$ cat config.mk
export PLATFORM = sky130hd
export DESIGN_NAME = calc_sequencer
export DESIGN_NICKNAME = d
export VERILOG_FILES = /design/src/rtl/calc_sequencer.sv
export SDC_FILE = /design/constraint.sdc
export NUM_CORES = 1
export LEC_CHECK = 0
export ABC_AREA = 1
export BUFFER_PORTS_ARGS = -buffer_cell sky130_fd_sc_hd__buf_2
export CORE_UTILIZATION = 45
export CTS_CLUSTER_DIAMETER = 150
export DETAILED_ROUTE_END_ITERATION = 8
export PLACE_DENSITY_LB_ADDON = 0.3
export SLEW_MARGIN = 20
export SYNTH_ARGS = -nofsm -noshare
export SYNTH_HDL_FRONTEND = slang
export SYNTH_SLANG_ARGS = --single-unit
$ cat constraint.sdc
create_clock -name CLOCK_50 -period 2 [get_ports CLOCK_50]
set_input_delay 0.1 -clock CLOCK_50 [delete_from_list [all_inputs] [get_ports CLOCK_50]]
set_output_delay 0.1 -clock CLOCK_50 [all_outputs]
set_load 0.03 [all_outputs]
$ cat src/rtl/calc_sequencer.sv
// Sequencer for the switch calculator: debounced key presses start one
// add / subtract / shift-add multiply, and the magnitude is converted to BCD
// by an iterative double-dabble before the outputs update for one VALID pulse.
module calc_sequencer #(
    parameter int W           = 5,
    parameter int SYNC_STAGES = 2
) (
    input  logic             CLOCK_50,
    input  logic             RST_N,
    input  logic [2*W-1:0]   SW,
    input  logic [2:0]       KEY,
    output logic [2*W-1:0]   RESULT,
    output logic             NEG,
    output logic [3:0]       BCD0,
    output logic [3:0]       BCD1,
    output logic [3:0]       BCD2,
    output logic [3:0]       BCD3,
    output logic             BUSY,
    output logic             VALID
);

    localparam int RW = 2 * W;

    localparam logic [1:0] OP_ADD = 2'd0;
    localparam logic [1:0] OP_SUB = 2'd1;
    localparam logic [1:0] OP_MUL = 2'd2;

    localparam logic [3:0] MUL_LAST  = 4'(W - 1);
    localparam logic [3:0] CONV_LAST = 4'(RW - 1);

    typedef enum logic [1:0] {
        IDLE = 2'd0,
        CALC = 2'd1,
        CONV = 2'd2,
        DONE = 2'd3
    } state_t;

    state_t          state_reg;
    logic [2:0]      key_synced;
    logic [2:0]      key_prev_reg;
    logic [2:0]      press;
    logic            start;
    logic [1:0]      op_sel;
    logic [1:0]      op_reg;
    logic [RW-1:0]   mcand_reg;      // A, shifted left once per multiply cycle
    logic [W-1:0]    mplier_reg;     // B, shifted right once per multiply cycle
    logic [RW-1:0]   acc_reg;
    logic [RW-1:0]   acc_next;
    logic [RW-1:0]   b_ext;
    logic [RW-1:0]   calc_mag;
    logic            calc_neg;
    logic            calc_last;
    logic [3:0]      cnt_reg;
    logic [RW-1:0]   mag_reg;        // magnitude kept for RESULT
    logic [RW-1:0]   shift_reg;      // magnitude consumed MSB-first by the converter
    logic            neg_reg;
    logic [11:0]     bcd_work_reg;
    logic [7:0]      bcd_adj;
    logic [11:0]     bcd_shift;

    genvar gi;

    // Two-or-more flop synchronizer per key bit, idling high (released)
    generate
        for (gi = 0; gi < 3; gi++) begin : g_sync
            logic [SYNC_STAGES-1:0] chain_reg;

            // shift the raw key level through this bit's synchronizer chain
            always_ff @(posedge CLOCK_50 or negedge RST_N) begin
                if (!RST_N) begin
                    chain_reg <= '1;
                end else begin
                    chain_reg <= {chain_reg[SYNC_STAGES-2:0], KEY[gi]};
                end
            end

            assign key_synced[gi] = chain_reg[SYNC_STAGES-1];
        end
    endgenerate

    // previous synced level, for falling-edge detection
    always_ff @(posedge CLOCK_50 or negedge RST_N) begin
        if (!RST_N) begin
            key_prev_reg <= '1;
        end else begin
            key_prev_reg <= key_synced;
        end
    end

    assign press = key_prev_reg & ~key_synced;
    assign start = |press;

    // fixed priority among coincident presses: add, then subtract, then multiply
    always_comb begin
        op_sel = OP_MUL;
        if (press[0]) begin
            op_sel = OP_ADD;
        end else if (press[1]) begin
            op_sel = OP_SUB;
        end
    end

    // arithmetic for the CALC state; multiply finishes on its W-th cycle
    always_comb begin
        b_ext     = {{W{1'b0}}, mplier_reg};
        acc_next  = acc_reg + (mplier_reg[0] ? mcand_reg : '0);
        calc_mag  = acc_next;
        calc_neg  = 1'b0;
        calc_last = 1'b1;
        case (op_reg)
            OP_ADD: calc_mag = mcand_reg + b_ext;
            OP_SUB: begin
                if (mcand_reg < b_ext) begin
                    calc_mag = b_ext - mcand_reg;
                    calc_neg = 1'b1;
                end else begin
                    calc_mag = mcand_reg - b_ext;
                end
            end
            default: calc_last = (cnt_reg == MUL_LAST);
        endcase
    end

    // add-3 correction on the ones and tens nibbles; the hundreds nibble never
    // needs it because every result stays below 1000
    generate
        for (gi = 0; gi < 2; gi++) begin : g_dabble
            assign bcd_adj[gi*4 +: 4] = (bcd_work_reg[gi*4 +: 4] >= 4'd5) ?
                                        bcd_work_reg[gi*4 +: 4] + 4'd3 :
                                        bcd_work_reg[gi*4 +: 4];
        end
    endgenerate

    assign bcd_shift = {bcd_work_reg[10:8], bcd_adj, shift_reg[RW-1]};

    // main sequencer: latch, compute, convert, publish
    always_ff @(posedge CLOCK_50 or negedge RST_N) begin
        if (!RST_N) begin
            state_reg    <= IDLE;
            op_reg       <= OP_ADD;
            mcand_reg    <= '0;
            mplier_reg   <= '0;
            acc_reg      <= '0;
            cnt_reg      <= '0;
            mag_reg      <= '0;
            shift_reg    <= '0;
            neg_reg      <= 1'b0;
            bcd_work_reg <= '0;
            RESULT       <= '0;
            NEG          <= 1'b0;
            BCD0         <= '0;
            BCD1         <= '0;
            BCD2         <= '0;
            BCD3         <= '0;
            BUSY         <= 1'b0;
            VALID        <= 1'b0;
        end else begin
            VALID <= 1'b0;
            case (state_reg)
                IDLE: begin
                    BUSY <= 1'b0;
                    if (start) begin
                        mcand_reg  <= {{W{1'b0}}, SW[RW-1:W]};
                        mplier_reg <= SW[W-1:0];
                        op_reg     <= op_sel;
                        acc_reg    <= '0;
                        cnt_reg    <= '0;
                        BUSY       <= 1'b1;
                        state_reg  <= CALC;
                    end
                end
                CALC: begin
                    if (op_reg == OP_MUL) begin
                        acc_reg    <= acc_next;
                        mcand_reg  <= mcand_reg << 1;
                        mplier_reg <= mplier_reg >> 1;
                        cnt_reg    <= cnt_reg + 4'd1;
                    end
                    if (calc_last) begin
                        mag_reg      <= calc_mag;
                        shift_reg    <= calc_mag;
                        neg_reg      <= calc_neg;
                        bcd_work_reg <= '0;
                        cnt_reg      <= '0;
                        state_reg    <= CONV;
                    end
                end
                CONV: begin
                    bcd_work_reg <= bcd_shift;
                    shift_reg    <= shift_reg << 1;
                    cnt_reg      <= cnt_reg + 4'd1;
                    if (cnt_reg == CONV_LAST) begin
                        state_reg <= DONE;
                    end
                end
                DONE: begin
                    RESULT    <= mag_reg;
                    NEG       <= neg_reg;
                    BCD0      <= bcd_work_reg[3:0];
                    BCD1      <= bcd_work_reg[7:4];
                    BCD2      <= bcd_work_reg[11:8];
                    BCD3      <= neg_reg ? 4'd10 : 4'd0;
                    VALID     <= 1'b1;
                    BUSY      <= 1'b0;
                    state_reg <= IDLE;
                end
                default: begin
                    BUSY      <= 1'b0;
                    state_reg <= IDLE;
                end
            endcase
        end
    end

endmodule

## Word-level counts from Yosys, hierarchy flattened

Cells that the tools add are included.

- Bits in registers: 104
- Output and inout port bits: 29

- Magnitude comparators: 3
- Eq/ne operators: 12
- Add/sub/neg operators: 7
- Reduce and logical (&&, ||, !) cells: 14
- Muxes and demuxes: 35
- Bitwise gates (word level): 2

Operators by type and width:

| operator | number |
|---|---|
| one-hot mux 10 bit (2 select lines) | 4 |
| 2-to-1 mux 10 bit | 7 |
| 2-to-1 mux 4 bit | 6 |
| one-hot mux 12 bit (2 select lines) | 1 |
| 2-to-1 mux 12 bit | 1 |
| one-hot mux 4 bit (3 select lines) | 1 |
| adder 10 bit | 1 |
| adder 10 x 5 -> 10 bit | 1 |
| < comparator 10 x 5 -> 1 bit | 1 |
| 2-to-1 mux 2 bit | 5 |
| 2-to-1 mux 5 bit | 2 |
| one-hot mux 5 bit (2 select lines) | 1 |
| subtractor 10 x 5 -> 10 bit | 1 |
| subtractor 5 x 10 -> 10 bit | 1 |
| AND reduction 3 bit | 3 |
| adder 4 x 2 -> 4 bit, second input constant | 2 |
| greater-or-equal comparator 4 x 3 -> 1 bit, second input constant | 2 |
| != test 2 bit, second input constant | 4 |
| one-hot mux 2 bit (4 select lines) | 1 |
| == test 2 bit, second input constant | 3 |
| AND reduction 2 bit | 3 |
| nonzero test 2 bit | 3 |
| 2-to-1 mux 1 bit | 5 |
| adder 4 x 1 -> 4 bit, second input constant | 1 |
| 11 further kinds | 13 |

## Logic depth before layout (Yosys ltp)

Gate-level depths: netlist of the first run.

- Depth in word-level cells: 5
- Mapped depth: 16
- Mapped depth without buffers: 15

## Worst setup path before layout of the first run

OpenSTA, ideal clock, no wires.

- Path kind: reg-to-reg
- Start: reg mcand_reg[0]
- End: reg shift_reg[6]
- Library setup time: 73 ps
- Cell stages (with the launch flop): 15
- Data arrival time: 1923 ps
- Setup slack: 4 ps
- Path buffers: 0
- Cells stage by stage: dfrtp_1 -> ha_1 -> ha_1 -> fa_1 -> nand3_1 -> nand2_1 -> nand2_1 -> nand2_1 -> nand2_1 -> nand3_1 -> nand2_1 -> inv_1 -> nand2_1 -> nand2_1 -> a21oi_2

- Cells in the longest elaborated chain, start to end: 5
- Elaborated cells on any way between the ends: 10
- Those cells by class: add/sub (4); order compare (1); mux (5)

Ends and longest elaborated chain:

| element | line | source |
|---|---|---|
| from (decl) | 45 | `logic [RW-1:0] mcand_reg;` |
| from (signal assigned) | 163 | `mcand_reg <= {{W{1'b0}}, SW[RW-1:W]};` |
| from (signal assigned) | 175 | `mcand_reg <= mcand_reg << 1;` |
| 2-to-1 mux 10 bit (tied with other cells) | 106 | `acc_next = acc_reg + (mplier_reg[0] ? mcand_reg : '0);` |
| adder 10 bit or 2-to-1 mux 10 bit (tied branches) | 106, 113 |  |
| one-hot mux 10 bit (2 select lines) (*) | 110 | `case (op_reg)` |
| 2-to-1 mux 10 bit (*) | 179 | `if (calc_last) begin` |
| one-hot mux 10 bit (2 select lines) (*) | 159 | `case (state_reg)` |
| to (signal assigned) | 181 | `shift_reg <= calc_mag;` |
| to (signal assigned) | 190 | `shift_reg <= shift_reg << 1;` |
| to (decl) | 55 | `logic [RW-1:0] shift_reg;` |

Every way passes the cells marked *; elsewhere a longest branch is shown, timed or not. The select of a mux whose other input is x is not followed.
A chain may end at the register's enable or synchronous reset.

## Final worst setup path of the first run

- Start: reg mcand_reg[0]
- End: reg shift_reg[4]

Same word-level chain as after synthesis.

==> results of run 1 <==
[cells by family after synthesis]
group                    after synthesis  share of synthesized area, %
XOR/XNOR                              11                          1.57
adder cells (fa/ha/maj)               39                          8.42
AND/OR/NAND/NOR                      373                          26.8
other                                  1                        0.0610
flip-flops                           100                          40.9
AO/OA/AOI/OAI                        119                          11.7
buffers and inverters                145                          10.6
[Yosys cell counts, types with 2 or more instances]
| master | n | share of area [%] |
|---|---|---|
| sky130_fd_sc_hd__a21oi_2 | 2 | 0.28 |
| sky130_fd_sc_hd__nor2_1 | 45 | 2.7 |
| sky130_fd_sc_hd__o211ai_1 | 10 | 1.2 |
| sky130_fd_sc_hd__nand4_1 | 8 | 0.81 |
| sky130_fd_sc_hd__nor3_1 | 4 | 0.33 |
| sky130_fd_sc_hd__nand3_2 | 4 | 0.65 |
| sky130_fd_sc_hd__xor2_1 | 10 | 1.4 |
| sky130_fd_sc_hd__buf_2 | 8 | 0.65 |
| sky130_fd_sc_hd__a31oi_1 | 6 | 0.61 |
| sky130_fd_sc_hd__nand3_1 | 71 | 5.8 |
| sky130_fd_sc_hd__fa_1 | 4 | 1.3 |
| sky130_fd_sc_hd__inv_1 | 106 | 6.5 |
| sky130_fd_sc_hd__o21ai_0 | 42 | 3.4 |
| sky130_fd_sc_hd__nand2_1 | 220 | 13 |
| sky130_fd_sc_hd__buf_4 | 5 | 0.61 |
| sky130_fd_sc_hd__nand3b_1 | 2 | 0.24 |
| sky130_fd_sc_hd__inv_2 | 7 | 0.43 |
| sky130_fd_sc_hd__a21oi_1 | 16 | 1.3 |
| sky130_fd_sc_hd__clkbuf_1 | 6 | 0.37 |
| sky130_fd_sc_hd__nor2_4 | 4 | 0.73 |
| sky130_fd_sc_hd__dfrtp_1 | 91 | 37 |
| sky130_fd_sc_hd__dfstp_2 | 9 | 3.8 |
| sky130_fd_sc_hd__ha_1 | 35 | 7.1 |
| sky130_fd_sc_hd__inv_4 | 2 | 0.20 |
| sky130_fd_sc_hd__nand2_2 | 6 | 0.61 |
| sky130_fd_sc_hd__nor2_2 | 4 | 0.41 |
| sky130_fd_sc_hd__o22ai_1 | 17 | 1.7 |
| sky130_fd_sc_hd__or2_2 | 2 | 0.20 |
| sky130_fd_sc_hd__o21ai_1 | 15 | 1.2 |
| sky130_fd_sc_hd__buf_6 | 9 | 1.6 |
[worst max-delay path: stages (launching register included)]
cell                      delay (ns)
sky130_fd_sc_hd__dfrtp_2        0.44
sky130_fd_sc_hd__inv_2          0.09
sky130_fd_sc_hd__ha_4           0.13
sky130_fd_sc_hd__inv_2          0.04
sky130_fd_sc_hd__fa_2           0.37
sky130_fd_sc_hd__nand3_4        0.10
sky130_fd_sc_hd__nor2_4         0.05
sky130_fd_sc_hd__nor2_4         0.10
sky130_fd_sc_hd__nand3_4        0.15
sky130_fd_sc_hd__buf_6          0.16
sky130_fd_sc_hd__nand2_2        0.06
sky130_fd_sc_hd__nand3_2        0.09
sky130_fd_sc_hd__nand3_1        0.11
sky130_fd_sc_hd__nand2_1        0.05
sky130_fd_sc_hd__o21ai_1        0.07
[per-stage QoR]
step / utilization, % / instances / worst slack, ns
finish: 59.2 / 1082 / -0.0721
global route: 59.2 / 1082 / -0.174
CTS: 55.8 / 1069 / -0.0425
detailed placement: 51.8 / 1041 / -0.150
global placement: 51.8 / 1041 / -0.0969
floorplan: - / 789 / 0.00418
[final timing paths]
check	startpoint	endpoint	cells past startpoint	slack [ns]
worst min register to register	g_sync[2].chain_reg[0]$_DFF_PN1_	g_sync[2].chain_reg[1]$_DFF_PN1_	0	0.36
max in group asynchronous	RST_N	state_reg[0]$_DFFE_PN0P_	3	1.19
worst max register to register	mcand_reg[0]$_DFFE_PN0P_	shift_reg[4]$_DFFE_PN0P_	14	-0.07
worst max-delay path	mcand_reg[0]$_DFFE_PN0P_	shift_reg[4]$_DFFE_PN0P_	14	-0.07
min in group asynchronous	RST_N	BCD1[2]$_DFFE_PN0P_	2	0.14
worst min-delay path	SW[8]	mcand_reg[3]$_DFFE_PN0P_	3	0.005
[repair_timing]
action | CTS | global route
hold buffers | 12 | 0
endpoints found under the setup margin | 18 | 25
gates resized for setup | 27 | 79
pin swaps | 2 | 25
setup buffers | 0 | 13
hold endpoints to repair | 74 | 0
[layer usage]
metal	track usage [%]	wire length [um]	vias up
met2	36.3	7460	128
met5	0	0	-
met3	4.50	563	27
met4	8.62	433	0
li1	-	-	2749
met1	29.5	7070	2549
[cell type report]
class                           count  area [um^2]
Clock inverter                      6         81.3
Timing Repair Buffer              130          953
Fill cell                        1197         5430
Inverter                          116          450
Multi-Input combinational cell    544         3410
Clock buffer                       10          239
Sequential cell                   100         2520
Tap cell                          176          220
[power by group]
part	total, W	switching, W	internal, W	leakage, nW
Clock	0.00189	0.000864	0.00103	0.156
Combinational	0.00881	0.00528	0.00353	2.51
Sequential	0.00308	0.000440	0.00264	1.29
==> results.txt, run 1 <==
The clock net in this run drives a total of 100 sinks. The run finished, with violations left. The setup-violating endpoint count in the final report was 8; the time the final worst path needs with I/O delays and setup was 2.07 ns. The final count of pins violating max slew was 0. In the layout the commonest cells are sky130_fd_sc_hd__nand2_1, sky130_fd_sc_hd__inv_1, sky130_fd_sc_hd__dfrtp_1, sky130_fd_sc_hd__buf_4, sky130_fd_sc_hd__nand3_1.

The number of clock buffers added by TritonCTS is 9. The tools report the via count of the first global-routing pass as 5086. Most common cell after layout, fill and taps aside: sky130_fd_sc_hd__nand2_1. The data required time of the worst path was 2.29 ns.

The logs give -0.0721 ns for the final setup slack of the worst path and 6880 um^2 for the area after detailed placement. The clock passes through at most 2 buffers. The tools report the buffer cell driving the clock tree root as sky130_fd_sc_hd__clkbuf_16. In this run the count of I/O pins placed on the die edge is 44. The run gives 314 as the detailed router's first-iteration violation count.

The logs give 0.00472 ns for the final hold slack and 0 for the hold violation total from the final report. Detailed-route vias per instance: 5.04. After synthesis the cells add up to 6150 um^2.

For the relative max-transition margin, the log shows 59.8%. For the pin with the worst max-slew slack, the measured transition is 0.603 ns. Wire length per cell: 14.3 um.

The initial utilization of the core area, before any placement, comes to 46.3%. After detailed routing, the total wire length is 15500 um. The worst setup path is of the flip-flop to flip-flop kind.

The vertical extent of the die was 119 um; the area of the placeable core was 13300 um^2. Setup repair after global routing could not meet its margin everywhere. At the end of routability-driven placement, the weighted congestion stood at 0.914.

Global routing finished with a remaining overflow of 0. The final reports fail on setup timing. The tools report the maximum clock frequency as 483 MHz. The clock-pin slew of the registers on the worst-case setup and hold paths is 0.07 ns. Power spread over the standard cell area amounts to 1750 nW/um^2. For the insertion delay to the later sink of the worst-skew pair, the log shows 0.36 ns.

Clock skew: 0.00849 ns. A synthesized cell averages 7.80 um^2. The largest driver fanout on the critical path was 8.

After floorplanning, the core was divided into 42 placement rows. The run gives 0 as the number of nets still failing antenna checks after routing. The dominant register cell in the synthesized netlist is sky130_fd_sc_hd__dfrtp_1.

The tools report the initial antenna violation count as 0. The run gives 0 as the number of warnings issued by yosys. The endpoint arrival time on the critical path is 2.36 ns. CTS built an H-tree with a depth of 3. The count of buffers added on input and output ports is 41. The startpoint type of the worst setup path was a flip-flop. The number of distinct standard cells referenced by the synthesized netlist is 48. The path class of the tightest hold or removal check is input pin to flip-flop.

Post-synthesis async set-or-reset flop share: 100%. Endpoint kind of the worst setup timing path: a flip-flop. The HPWL after detailed placement is 11000 um. The synthesized design contains 0 enable-type register cells.

After routing the design area is 7870 um^2. The horizontal die dimension is 119 um. The repair_antennas step left the layout with diodes totalling 0. Area growth from synthesis to layout: 28.0%. For this run, design rule violations remaining after detail routing come to 0. The total global-route track usage came out at 22.4%. The run gives -0.340 ns as the post-route setup TNS. Of the cells placed in the final design, the portion with a size suffix greater than 1 is 29.4%.

The register with the most flip-flops in the layout has 12 of them. Entering global routing, the biggest net connects 55 pins. For this block, the via count after detailed routing is 5453. After synthesis the netlist holds a flip-flop and latch count of 100. Dividing the final minimum period by the clock period gives 104%.

After the last flow step, the layout net total stands at 955. The cell leakage power came out at 3.96 nW. The die covers 14100 um^2. Summing the sequential cell areas from Yosys gives 40.9% of the chip area. The first global-routing pass estimated 24700 um of wire. The final total power is 0.0138 W, and the post-synthesis instance total is 788. Across the VDD grid, the largest voltage drop is 1.12 mV. Max-capacitance violation count: 0. The detailed-router iteration count before antenna repair came out at 5.

TritonCTS built the clock tree.
Note: power is estimated with default switching activity, not from simulation.
==> run 2, diff against run 1 <==
--- a/config.mk
+++ b/config.mk
@@ -10,6 +10,7 @@
 export CORE_UTILIZATION = 45
 export CTS_CLUSTER_DIAMETER = 150
 export DETAILED_ROUTE_END_ITERATION = 8
+export GPL_TIMING_DRIVEN = 0
 export PLACE_DENSITY_LB_ADDON = 0.3
 export SLEW_MARGIN = 20
 export SYNTH_ARGS = -nofsm -noshare
==> results.txt, run 2 (synthesis gave the netlist of run 1 again) <==
The final total power was 0.0135 W (was 0.0138 W). The detailed router's first-iteration violation count came out at 462 (was 314). Violated checks: setup timing (unchanged). The share of the clock period used by the worst path after layout came out at 108% (was 104%). The category of cells accounting for the largest share of critical-path delay was simple AND/OR/NAND/NOR gates (unchanged). For the floorplan die area, the log shows 14100 um^2 (unchanged). Setup-violating endpoint count in the final report: 16 (was 8).

The time the final worst path needs with I/O delays and setup is 2.16 ns (was 2.07 ns). The run gives 631 um (was 563 um) as the total met3 wirelength after detailed routing. The tools report the total I/O pin count as 44 (unchanged).

The power per standard cell area came out at 1730 nW/um^2 (was 1750 nW/um^2). The final RePlAce weighted congestion was 0.914 (about the same); the via count of the first global-routing pass was 5193 (was 5086). For the maximum clock frequency, the log shows 463 MHz (was 483 MHz). The most common cell after layout, fill and taps aside was sky130_fd_sc_hd__nand2_1 (unchanged). The tools report the final count of pins violating max slew as 0 (unchanged). The logs give 13300 um^2 (unchanged) for the area of the placeable core and 15600 um (was 15500 um) for the final wirelength. The level count of the clock H-tree is 3 (unchanged), and the HPWL after detailed placement is 10700 um (was 11000 um). The uppermost layer routed was met4 (unchanged). The total global-route track usage is 23.0% (was 22.4%). Worst-path cell chain: inv_2 > ha_4 > inv_2 > fa_2 > nand3_4 > nor2_4 > nor2_4 > nand3_4 > buf_4 > nand2_1 > nand3_2 > nand3_2 > o211ai_1 > nand2_1 (was inv_2 > ha_4 > inv_2 > fa_2 > nand3_4 > nor2_4 > nor2_4 > nand3_4 > buf_6 > nand2_2 > nand3_2 > nand3_1 > nand2_1 > o21ai_1).

The tools report the multi-input logic area as 3430 um^2 (was 3410 um^2). The count of antenna diodes in the layout was 0 (unchanged). The share of final-layout standard cells stronger than drive strength 1 was 28.3% (was 29.4%); the net count of the finished layout was 940 (was 955). The initial antenna violation count is 0 (unchanged). Setup repair after global routing could not meet its margin everywhere.

The endpoint arrival time on the critical path came out at 2.46 ns (was 2.36 ns). The maximum vdd drop is 1.02 mV (was 1.12 mV), and the register cell area after layout is 2520 um^2 (unchanged). The vertical extent of the die works out to 119 um (unchanged). The longest individual stage delay on the worst path works out to 0.47 ns (was 0.44 ns). The standard cell with the maximum stage delay on the critical path is sky130_fd_sc_hd__dfrtp_2 (unchanged). The logs give 0 (unchanged) for the max-capacitance violation count and 7600 um (was 7460 um) for the met2 wire length. For the number of sinks on the clock net, the log shows 100 (unchanged).

The number of standard-cell rows in the floorplan was 42 (unchanged). The wire length of the first global-routing pass was 25500 um (was 24700 um); the wire length per cell was 14.6 um (was 14.3 um). The number of design rule violations left after detail routing is 0 (unchanged), and the sum of overflow across all layers after global routing is 0 (unchanged).

Horizontal die dimension: 119 um (unchanged). The tools report the routed length on met1 as 6970 um (was 7070 um). The largest net degree at the start of global routing was 80 (was 55). Deepest clock path buffer count: 2 (unchanged). The slew at the pin closest to its max-slew limit was 0.709 ns (was 0.603 ns); the setup slack of the most critical reg-to-reg path was -0.16 ns (was -0.07 ns).

The clock-pin slew of the registers on the worst-case setup and hold paths works out to 0.07 ns (about the same). The number of nets still failing antenna checks after routing was 0 (unchanged). For the number of clock buffers inserted by TritonCTS, the log shows 9 (unchanged). The logs give 5560 (was 5453) for the via count and 0.36 ns (about the same) for the insertion delay to the later sink of the worst-skew pair. Commonest cells after routing, fill and taps aside: sky130_fd_sc_hd__nand2_1, sky130_fd_sc_hd__inv_1, sky130_fd_sc_hd__dfrtp_1, sky130_fd_sc_hd__nand3_1, sky130_fd_sc_hd__buf_2 (was sky130_fd_sc_hd__nand2_1, sky130_fd_sc_hd__inv_1, sky130_fd_sc_hd__dfrtp_1, sky130_fd_sc_hd__buf_4, sky130_fd_sc_hd__nand3_1).

The detailed-route vias per instance was 5.21 (was 5.04); the hold violation total from the final report was 0 (unchanged). The critical path class was flip-flop to flip-flop (unchanged). The area growth from synthesis to layout is 26.4% (was 28.0%). The cell leakage power was 3.86 nW (was 3.96 nW); the count of buffering cells on the critical path with inverters included was 3 (unchanged). The effective utilization at floorplan is 46.3% (unchanged).

Buffer cell driving the clock tree root: sky130_fd_sc_hd__clkbuf_16 (unchanged). The endpoint kind of the worst setup timing path was a flip-flop (unchanged). The total of fill cells in the finished design was 1175 (was 1197).

The logs give 6610 um^2 (was 6880 um^2) for the area after detailed placement and 0.00471 ns (was 0.00849 ns) for the clock skew. TritonCTS built the clock tree. The final setup slack of the worst path is -0.160 ns (was -0.0721 ns). The quantity of I/O buffers inserted on ports was 41 (unchanged). Kind of path behind the tightest hold check: input pin to flip-flop (unchanged).

The startpoint type of the worst setup path was a flip-flop (unchanged). The data required time of the worst path was 2.30 ns (was 2.29 ns); the relative max-transition margin was 52.6% (was 59.8%). The number of flip-flops under the largest register name is 12 (unchanged), and the post-placement setup slack is -0.341 ns (was -0.150 ns).

The detailed-router iteration count before antenna repair was 5 (unchanged). The largest driver fanout on the critical path is 6 (was 8). The final standard cell area without fillers came out at 7770 um^2 (was 7870 um^2). The flow ran to the end, but the final reports show violations.
==> run 2: cell count changes in the layout (fill, tap and decap cells not counted), moves of 3 or more <==
cell and delta:
sky130_fd_sc_hd__inv_1 -3, sky130_fd_sc_hd__buf_2 +5, sky130_fd_sc_hd__clkbuf_1 +6, sky130_fd_sc_hd__buf_4 -37, sky130_fd_sc_hd__nand2_1 -3, sky130_fd_sc_hd__buf_6 +8
==> run 2: worst min-delay path, stage by stage <==
cell and delay (ns):
sky130_fd_sc_hd__buf_2 0.08, sky130_fd_sc_hd__o211ai_1 0.08, sky130_fd_sc_hd__o21ai_1 0.08
==> run 2: path summary, 6_finish.rpt <==
| kind | cells after the start | to | start |
|---|---|---|---|
| setup reg to reg | 14 | shift_reg[1]$_DFFE_PN0P_ | mcand_reg[0]$_DFFE_PN0P_ |
| min in group asynchronous | 2 | acc_reg[6]$_DFFE_PN0P_ | RST_N |
| setup / recovery | 14 | shift_reg[1]$_DFFE_PN0P_ | mcand_reg[0]$_DFFE_PN0P_ |
| hold / removal | 3 | mcand_reg[3]$_DFFE_PN0P_ | SW[8] |
| hold reg to reg | 0 | g_sync[1].chain_reg[1]$_DFF_PN1_ | g_sync[1].chain_reg[0]$_DFF_PN1_ |
| max in group asynchronous | 3 | key_prev_reg[2]$_DFF_PN1_ | RST_N |
==> run 2: layout make-up <==
type / count / area share (%)
inverter: 116 / 5.88
tap: 176 / 2.83
clock inverter: 6 / 0.918
sequential: 100 / 32.4
clock buffer: 10 / 2.95
timing repair buffer: 86 / 8.15
multi-input combinational: 544 / 44.1
buffer: 29 / 2.80
==> run 2: metal layers <==
layer,GRT usage (%),vias to the layer above
met5,0,-
met4,8.94,0
met3,3.16,28
met2,38.1,144
met1,30.4,2671
li1,-,2717
==> run 2: report_power, final <==
| group | internal (W) | switching, W | leakage, nW |
|---|---|---|---|
| Clock | 0.000985 | 0.000821 | 0.145 |
| Sequential | 0.00264 | 0.000459 | 1.29 |
| Combinational | 0.00328 | 0.00527 | 2.43 |
==> run 2: what timing repair did <==
item	4_1_cts	5_1_grt
pin swaps	20	29
cloned	1	0
setup endpoints to repair	22	39
gates resized for setup	64	52
hold endpoints to repair	107	0
setup buffers	16	16
hold buffers	11	0
==> run 2: per-stage QoR <==
step	hold slack (ns)	std cells	setup TNS (ns)	util, %
after floorplan	-0.196	789	0	-
after global placement	0.205	1006	-27.08	49.5
after detailed placement	-0.0312	1007	-3.99	49.7
after CTS	0.0122	1051	-0.786	56.1
after global routing	0.0235	1067	-3.54	58.5
final	0.0165	1067	-1.60	58.5
